### src/rtl/stg3_sub_seq.sv
// Stage-3 subtract address sequencer: walks the source RAM once per start and replays the
// returned coefficient pairs as per-lane write strobes into the subtract block.
module stg3_sub_seq #(
   parameter int unsigned DATA_WIDTH = 64,
   parameter int unsigned ADDR_WIDTH = 12,
   parameter int unsigned N_POLY_SUB = 2,
   parameter int unsigned RD_LAT     = 2
) (
   input  logic                             clk,
   input  logic                             rst_n,
   input  logic                             i_start,
   input  logic [ADDR_WIDTH-1:0]            i_last_addr,
   input  logic                             i_hold,
   output logic                             o_busy,
   output logic                             o_done,
   output logic                             o_rd_en,
   output logic [ADDR_WIDTH-1:0]            o_rd_addr,
   input  logic [N_POLY_SUB*DATA_WIDTH-1:0] i_rd_data,
   output logic [N_POLY_SUB-1:0]            o_we,
   output logic [N_POLY_SUB*ADDR_WIDTH-1:0] o_addr,
   output logic [N_POLY_SUB*DATA_WIDTH-1:0] o_data
);

   typedef enum logic [1:0] {StIdle, StRun, StDrain, StDone} state_e;

   state_e                          state_q, state_d;
   logic [ADDR_WIDTH-1:0]           cnt_q, cnt_d;
   logic [ADDR_WIDTH-1:0]           last_q, last_d;
   logic                            rd_en;
   logic [RD_LAT-1:0]               vld_q;
   logic [ADDR_WIDTH-1:0]           paddr_q [RD_LAT];
   logic                            we_q;
   logic [ADDR_WIDTH-1:0]           waddr_q;
   logic [N_POLY_SUB*DATA_WIDTH-1:0] wdata_q;

   always_comb begin
      state_d = state_q;
      cnt_d   = cnt_q;
      last_d  = last_q;
      rd_en   = 1'b0;
      case (state_q)
         StIdle: begin
            if (i_start) begin
               state_d = StRun;
               cnt_d   = '0;
               last_d  = i_last_addr;
            end
         end
         StRun: begin
            if (!i_hold) begin
               rd_en = 1'b1;
               // Compare before increment so a full-range walk never wraps.
               if (cnt_q == last_q) begin
                  state_d = StDrain;
               end else begin
                  cnt_d = cnt_q + 1'b1;
               end
            end
         end
         StDrain: begin
            if (vld_q == '0) begin
               state_d = StDone;
            end
         end
         StDone: begin
            state_d = StIdle;
         end
         default: begin
            state_d = StIdle;
         end
      endcase
   end

   always_ff @(posedge clk) begin
      if (!rst_n) begin
         state_q <= StIdle;
         cnt_q   <= '0;
         last_q  <= '0;
         vld_q   <= '0;
         for (int i = 0; i < RD_LAT; i++) begin
            paddr_q[i] <= '0;
         end
         we_q    <= 1'b0;
         waddr_q <= '0;
         wdata_q <= '0;
      end else begin
         state_q    <= state_d;
         cnt_q      <= cnt_d;
         last_q     <= last_d;
         vld_q[0]   <= rd_en;
         paddr_q[0] <= cnt_q;
         for (int i = 1; i < RD_LAT; i++) begin
            vld_q[i]   <= vld_q[i-1];
            paddr_q[i] <= paddr_q[i-1];
         end
         // Tail of the pipe lines up with the RAM's returning data.
         we_q <= vld_q[RD_LAT-1];
         if (vld_q[RD_LAT-1]) begin
            waddr_q <= paddr_q[RD_LAT-1];
            wdata_q <= i_rd_data;
         end
      end
   end

   assign o_busy    = (state_q != StIdle);
   assign o_done    = (state_q == StDone);
   assign o_rd_en   = rd_en;
   assign o_rd_addr = cnt_q;
   assign o_we      = {N_POLY_SUB{we_q}};
   assign o_addr    = {N_POLY_SUB{waddr_q}};
   assign o_data    = wdata_q;

endmodule
### config.mk
export PLATFORM = sky130hd
export DESIGN_NAME = stg3_sub_seq
export DESIGN_NICKNAME = d
export VERILOG_FILES = /design/src/rtl/stg3_sub_seq.sv
export SDC_FILE = /design/constraint.sdc
export NUM_CORES = 1
export LEC_CHECK = 0
export ABC_CLOCK_PERIOD_IN_PS = 1900
export CORE_ASPECT_RATIO = 1.25
export CORE_MARGIN = 1
export CORE_UTILIZATION = 38
export DETAILED_ROUTE_END_ITERATION = 10
export MAX_ROUTING_LAYER = met4
export PLACE_DENSITY = 0.81
export SYNTH_ARGS = -nofsm -noshare
export SYNTH_HDL_FRONTEND = slang
export SYNTH_SLANG_ARGS = --single-unit
### constraint.sdc
create_clock -name clk -period 1.9 [get_ports clk]
set_clock_uncertainty 0.05 [all_clocks]
set_input_delay 0.285 -clock clk [delete_from_list [all_inputs] [get_ports clk]]
set_output_delay 0.285 -clock clk [all_outputs]
set_load 0.05 [all_outputs]
* After elaboration in Yosys (flattened, before gate mapping)
Memory sizes are Yosys's and may differ from the RTL's. A register that Yosys moved wholly into a read port is not among the register bits.
Index checks and enable logic that the tools add are counted.
W data, S select, Z words.
** Word-level totals
- Register bits after elaboration :: 157
- RAM bits :: 24
- Bits of input ports :: 144
- Logic and storage cells :: 42
- Memories :: 1
** Memories
- paddr_q :: words 2, width 12, read ports 2, clocked after Yosys merged registers in 1, wr ports 2, line 31 : logic [ADDR_WIDTH-1:0] paddr_q [RD_LAT];
** Cells by class
- Add/sub/neg operators :: 1
- Equality and inequality tests :: 9
- Multiplexer cells :: 15
- Bitwise gates (word level) :: 2
- Reductions and logical operators :: 8
** Operators with widths (count)
- $mux W12 :: 5
- $pmux W12 S2 :: 1
- $add A12 B1 Y12 const B :: 1
- $eq A12 B12 Y1 :: 1
- $ne A2 B2 Y1 const B :: 5
- $mux W2 :: 4
- $pmux W2 S4 :: 1
- $reduce_and A4 Y1 :: 2
- $eq A2 B2 Y1 const B :: 2
- $logic_not A2 Y1 :: 2
- $mux W1 :: 4
- $reduce_bool A2 Y1 :: 2
- $eq A2 B1 Y1 const B :: 1
- $or A1 B1 Y1 :: 2
- $reduce_and A2 Y1 :: 1
- $logic_not A1 Y1 :: 1

* Depth between registers and ports, before layout
- Depth in word-level cells :: 4
- Depth in mapped cells :: 8
- Depth with buffers taken out :: 7

* Worst setup path after synthesis
OpenSTA, ideal clock, no wires.
- Path kind :: reg2reg
- From :: register state_q[1]
- To :: register cnt_q[3] (netlist: o_rd_addr[3])
- Library setup time :: 0.088 ns
- Arrival :: 2.049 ns
- Data required time :: 1.762 ns
- Slack :: -0.287 ns
- Stages on the path, launching flop included :: 9
- Clock period less this slack :: 2.187 ns
- Cells stage by stage :: dfxtp_1 -> inv_1 -> ha_1 -> buf_6 -> inv_1 -> nor2_1 -> and3_1 -> nand2_1 -> o31ai_1
** On the way
- Longest elaborated chain between the ends :: 3
** Ends and longest elaborated chain
- start, declared :: line 26 : state_e state_q, state_d;
- start signal, assigned :: line 76 : state_q <= StIdle;
- start signal, assigned :: line 87 : state_q <= state_d;
- $eq A2 B1 Y1 or $logic_not A2 Y1 (tied branches) :: line 41 : case (state_q)
- $ne A2 B2 Y1 (no line) or $reduce_bool A2 Y1 (tied branches)
- $reduce_and A4 Y1 (no line)
- end signal, assigned :: line 88 : cnt_q <= cnt_d;
- end, declared :: line 27 : logic [ADDR_WIDTH-1:0] cnt_q, cnt_d;
Several ways; a longest one is shown, not always the timed one.
A chain may end at the register's enable or synchronous reset.

* Worst setup path in the final report
- From :: register state_q[1]
- To :: output port o_rd_en
** On the way
- Longest elaborated chain between the ends :: 2
** Ends and longest elaborated chain
- $eq A2 B1 Y1 :: line 41
- $mux W1 :: line 41
- end, declared :: line 16 : output logic o_rd_en,
Every way passes these cells.

==> qor.yml <==
place:
  placement.cell_area_sq_um: 10600
  io_buffer_count: 312
  dp_hpwl_microns: 14300
  gp_congestion: 0.931
  dp_slack_ns: 0.0136
flow_run:
  cap_violations: 0
logic_synthesis:
  main_flop_type_after_synthesis: "dfxtp_1"
  syn_area_per_cell_sq_um: 10.2
  post_synth_instance_area_sq_um: 7160
  syn-instance-count: 705
  syn-num-nets: 854
  synth-warning-count: 0
  synth.yosys.seq_area_share_pct: 54.0
  ys_seq_elements: 193
  post_synthesis_async_set_or_reset_flop_share_pct: 0
  synth_enable_flop_cells: 0
  yosys.cell_types.count: 44
final_layout:
  nFillCells: 1600
  postLayoutCellArea_sq_um: 11000
  final_cell_mix: "180 x dfxtp_1, 144 x nor2_1, 143 x clkdlybuf4s50_1"
  post_route_cells_drive_above_1_share_pct: 13.9
  seq_area_sq_um: 3880
  final_nets: 1165
  layout_commonest_cell: "dfxtp_1"
  area_growth_pct: 53.7
  multi_input_comb_area_sq_um: 3000
  post-route-util_pct: 60.1
  num_antenna_cells: 0
worst_hold_path:
  hp-class: "in2reg"
  min_path_cells: 3
  worst_hold_startpoint: "i_last_addr[10]"
global_route:
  largest_net_degree_at_the_start_of_global_routing: 88
  grt_first_pass_wirelength_microns: 30000
  grt_remaining_overflow: 0
  number_of_antenna_violations_at_the_first_check_in_global_routing: 0
  first_global_vias: 5696
  grt_use_total_pct: 20.4
sta:
  rsz0062_at_grt: "yes"
  drv_slew: 0
  timing.max_slew.rel_slack_pct: 63.2
  max_freq_mhz: 536
  final_critical_path_setup_slack_ns: 0.0333
  post-route-min-period_ns: 1.87
  final-hold-violation-count: 0
  tightestPinTransition_ns: 0.555
  setup_viol: 0
  final_min_period_over_clock_period_pct: 98.2
  finalHoldWorstSlack_ns: 0.356
power:
  leakage_nw: 4.82
  ir_drop_v: 0.000524
  power.density_nw_per_um2: 921
  total_power_w: 0.0101
worst_setup_path:
  startpoint_type: "flop"
  ff2ff_path_depth: 6
  worstPathRequired_ns: 1.56
  crit_path_end_kind: "primary output"
  setup.worst_path.class: "reg2out"
  worst-endpoint-arrival_ns: 1.53
  crit_path_max_fanout: 6
  rr_startpoint: "last_q[11]$_SDFFE_PN0P_"
  cp-startpoint: "state_q[1]$_SDFFE_PN0P_"
clocking:
  number_of_setup_buffers_added_after_cts: 0
  worst_setup_hold_path_clk_slew_ns: 0.07
  cts_tree: "yes"
  clockBufferDepth: 2
  postCtsHoldBufs: 0
  cts_inserted_buffers: 17
  clock_sinks: 193
  clk_root_buffer_cell: "clkbuf_16"
  h_tree_depth: 4
  cts_resized: 131
  insertion_delay_ns: 0.42
route:
  drtPass1Iterations: 8
  dr_total_vias: 5978
  drc_errors: 50
  drtIter0Drc: 290
  detailed_route_wire_length_microns: 19500
  drtAntennaViolNets: 0
  vias_per_instance: 4.76
  post_drt_wl_per_cell_microns: 15.5
run_status:
  result_of_the_run: "finished, violations left"
  violated_checks: "DRC"
floorplanning:
  die_x_microns: 125
  top_level_ports: 313
  core-area_sq_um: 18300
  placement_rows: 55
  initial_utilization_pct: 39.1
  dieHeight_microns: 155
  die_area_sq_um: 19400
flip-flops by register name, summed over array words and instances, names as in the netlist:
| name | cells |
|---|---|
| paddr_q | 24 |
| o_data | 128 |
| last_q | 12 |
| o_rd_addr | 12 |
| waddr_q | 12 |
| we_q | 1 |
| state_q | 2 |
| vld_q | 2 |
power by group:
part | switching, W | internal, W | total, W | leakage [nW]
clock network | 0.00162 | 0.00189 | 0.00351 | 0.286
registers | 0.000109 | 0.00422 | 0.00433 | 1.57
logic | 0.00130 | 0.000996 | 0.00230 | 2.97
total | 0.00303 | 0.00710 | 0.0101 | 4.82
layer usage:
metal	vias to the layer above	routed length [microns]	global-route usage, %	part of all wire (%)
met2	231	9860	35.1	51
met4	0	443	8.00	2.3
met3	33	1190	4.68	6.1
met5	-	0	-	0
met1	2750	7970	22.9	41
li1	2964	-	-	-
area by class of cell:
class                   instances  area share [%]
clock inverters                14            1.27
inverters                      10           0.398
multi-input cells             447            27.2
clock buffers                  18            3.99
well taps                     228            2.59
repair buffers                347            29.2
flip-flops and latches        193            35.3
cell families after synthesis:
| logic type | count (synthesis) | synth area share [%] |
|---|---|---|
| buf+inv | 65 | 4.68 |
| simple gates | 240 | 14.8 |
| xor+xnor | 12 | 1.47 |
| flops | 193 | 54.0 |
| fa+ha+maj | 5 | 0.874 |
| mux | 141 | 19.7 |
| compound gates | 49 | 4.48 |
synthesized netlist by cell type, types with 8 or more instances:
cell / count / area, sq um
buf_2: 8 / 40.0
mux2i_1: 141 / 1410
xor2_1: 12 / 105
and2_1: 24 / 150
buf_4: 14 / 105
inv_1: 10 / 37.5
nor2_1: 145 / 544
clkbuf_1: 25 / 93.8
dfxtp_1: 193 / 3860
nand2_1: 43 / 161
nand3_1: 8 / 40.0
a21oi_1: 16 / 80.1
path summary, 6_finish.rpt:
| kind | slack, ns | endpoint |
|---|---|---|
| hold reg to reg | 0.39 | paddr_q[1][5]$_SDFF_PN0_ |
| setup / recovery | 0.03 | o_rd_en |
| hold / removal | 0.36 | last_q[10]$_SDFFE_PN0P_ |
| setup reg to reg | 0.06 | o_rd_addr[6]$_SDFFE_PN0P_ |
through the flow:
stage | TNS (ns) | instances
after global routing | -0.0387 | 1257
after CTS | 0 | 1257
final | 0 | 1257
after global placement | 0 | 1225
after detailed placement | 0 | 1225
after floorplan | 0 | 705
worst max-delay path, cell delays in order (launching register included):
cell,delay [ns]
dfxtp_1,0.35
inv_1,0.10
ha_2,0.26
inv_2,0.10
nor2_4,0.15
buf_12,0.15
(Power assumes the default switching activity.)
==> RTL change (same settings) <==
Set the parameter `RD_LAT` to 1 (it was 2).
--- a/src/rtl/stg3_sub_seq.sv
+++ b/src/rtl/stg3_sub_seq.sv
@@ -4,7 +4,7 @@
    parameter int unsigned DATA_WIDTH = 64,
    parameter int unsigned ADDR_WIDTH = 12,
    parameter int unsigned N_POLY_SUB = 2,
-   parameter int unsigned RD_LAT     = 2
+   parameter int unsigned RD_LAT     = 1
 ) (
    input  logic                             clk,
    input  logic                             rst_n,
Behaviour: not the same (a bounded check fails within 4 cycles, from zero or initial values and one cycle with rst_n low).
==> RTL change against the original RTL <==
  * Core utilization increased by 0.50 points
  * Sequential cell count decreased by 13
  * Count of clock-buffer cells in the layout stayed put
  * Total power rose by 8.0%
  * Synthesized area down 4.9%
  * Die area fell by 4.8%
  * Via count down 3.3%
  * Sequential share of layout area fell by 1.1 points
  * Design area decreased by 3.6%
  * Critical path depth is the same
  * Routed wire length decreased by 2.6%
  * Setup slack worse by 0.013 ns
  * Synthesized cell count fell by 5.7%
==> RTL change: results (changes against the original RTL) <==
| Metric | Value |
|---|---|
| Avg Inst Size Synth | 10.2 um2 (+0.84%) |
| Drt total wl | 18,900 um (-2.6%) |
| Register area share after synthesis | 0.529 (-0.0105) |
| Synth top area share | 0.529 (-0.0105) |
| Status | complete, no violations |
| P_int | 7.24 mW (+1.9%) |
| Met3 Use GR | 0.0546 (+0.00787) |
| Layout cells sized above 1 | 0.137 (-0.00182) |
| Min-Delay Path Depth | 3 (unchanged) |
| Met1 Resource Use GR | 0.236 (+0.00698) |
| Yosys Warn Count | 0 (unchanged) |
| Comb pwr share | 0.309 (+0.082) |
| Worst-path fanout max | 6 (unchanged) |
| Area Growth Syn to Fin | 55.7% |
| Average wire per standard cell | 15.8 um (+1.9%) |
| Commonest cells post-synth | dfxtp_1, nor2_1, mux2i_1 |
| Crit-path max cell delay | 0.33 ns (-0.02 ns) |
| Met3 wire length | 1150 um (-3.4%) |
| # nets final | 1,115 (-4.3%) |
| Met2 wire length | 9740 um (-1.2%) |
| R2r worst-path depth | 5 (-1) |
| Root buffer cell | clkbuf_16 |
| Mapped Nets | 814 (-4.7%) |
| Distinct cells, synth | 48 (+9.1%) |
| Peak VDD IR | 0.577 mV (+10%) |
| WL met1 | 7730 um (-3.0%) |
| Fill cell count | 1,493 (-6.7%) |
| DR top layer | met4 |
| Number of global-route vias before repair | 5,469 (-4.0%) |
| Total GRT Usage | 0.206 (+0.00267) |
| Total number of vias | 5,781 (-3.3%) |
| # placed instances | 1,170 (-4.5%) |
| Setup WS pre-CTS | -0.0382 ns (-0.0517 ns) |
| Global-route wire length before repair | 28,400 um (-5.5%) |
| Sequential power | 4.25 mW (-2%) |
| Worst Max-Slew Pin Slew | 0.549 ns (-0.00585 ns) |
| Leakage | 4.61 nW (-4.4%) |
| Dpl cell area | 10,100 um2 (-3.9%) |
| Largest net degree at the start of global routing | 55 (-38%) |
| Dpl hpwl | 14,000 um (-2.2%) |
| Detailed Routing Iterations Pass 1 | 6 (-2) |
| Seq pwr share | 0.388 (-0.039) |
| Starting DRT DRC Count | 304 (+4.8%) |
| Top post-synthesis cells by area | dfxtp_1, mux2i_1, nor2_1 |
| Met2 Usage GRT | 0.347 (-0.00413) |
| # diodes | 0 (unchanged) |
| Routability Congestion | 0.833 (-11%) |
## RTL change: changes by cell type in the layout (fill, tap and decap cells not counted), moves of 3 or more
cell / delta
dlygate4sd2_1: -10
nor3_1: +4
xnor2_1: +9
buf_4: -13
nand2_1: -9
xor2_1: -11
a31oi_1: -4
dfxtp_1: -14
inv_1: -3
inv_6: -3
nand3_1: -6
dlymetal6s2s_1: +9
and2_1: -11
a21oi_1: +4
## RTL change: final timing paths
check / slack (ns) / startpoint / end
worst min-delay path: 0.36 / i_last_addr[8] / last_q[8]$_SDFFE_PN0P_
worst min register to register: 0.41 / paddr_q[0][0]$_SDFF_PN0_ / waddr_q[0]$_SDFFE_PN0P_
worst max register to register: 0.08 / o_rd_addr[1]$_SDFFE_PN0P_ / o_rd_addr[4]$_SDFFE_PN0P_
worst max-delay path: 0.02 / state_q[0]$_SDFFE_PN0P_ / o_busy
## RTL change: kinds of logic after synthesis
logic type / synth area share
simple gates: 0.144
mux: 0.206
buf+inv: 0.0447
xor+xnor: 0.0182
compound gates: 0.0494
fa+ha+maj: 0.00919
flops: 0.529
## RTL change: area by class of cell
| class | instances | area share |
|---|---|---|
| Clock buffer | 18 | 0.0414 |
| Clock inverter | 12 | 0.0100 |
| Multi-Input combinational cell | 424 | 0.277 |
| Tap cell | 224 | 0.0264 |
| Timing Repair Buffer | 336 | 0.300 |
| Sequential cell | 180 | 0.342 |
| Inverter | 7 | 0.00307 |
## RTL change: repair_timing
item | 4_1_cts | 5_1_grt
resized for setup | 119 | 16
setup buffers | 0 | 1
pin swaps | 1 | 7
setup endpoints to repair | 120 | 20
## RTL change: critical path: cells and delay by family (launching register included)
family | cells | cell delay [ns]
flip-flops | 1 | 0.33
adder cells (fa/ha/maj) | 1 | 0.25
buffers and inverters | 4 | 0.54
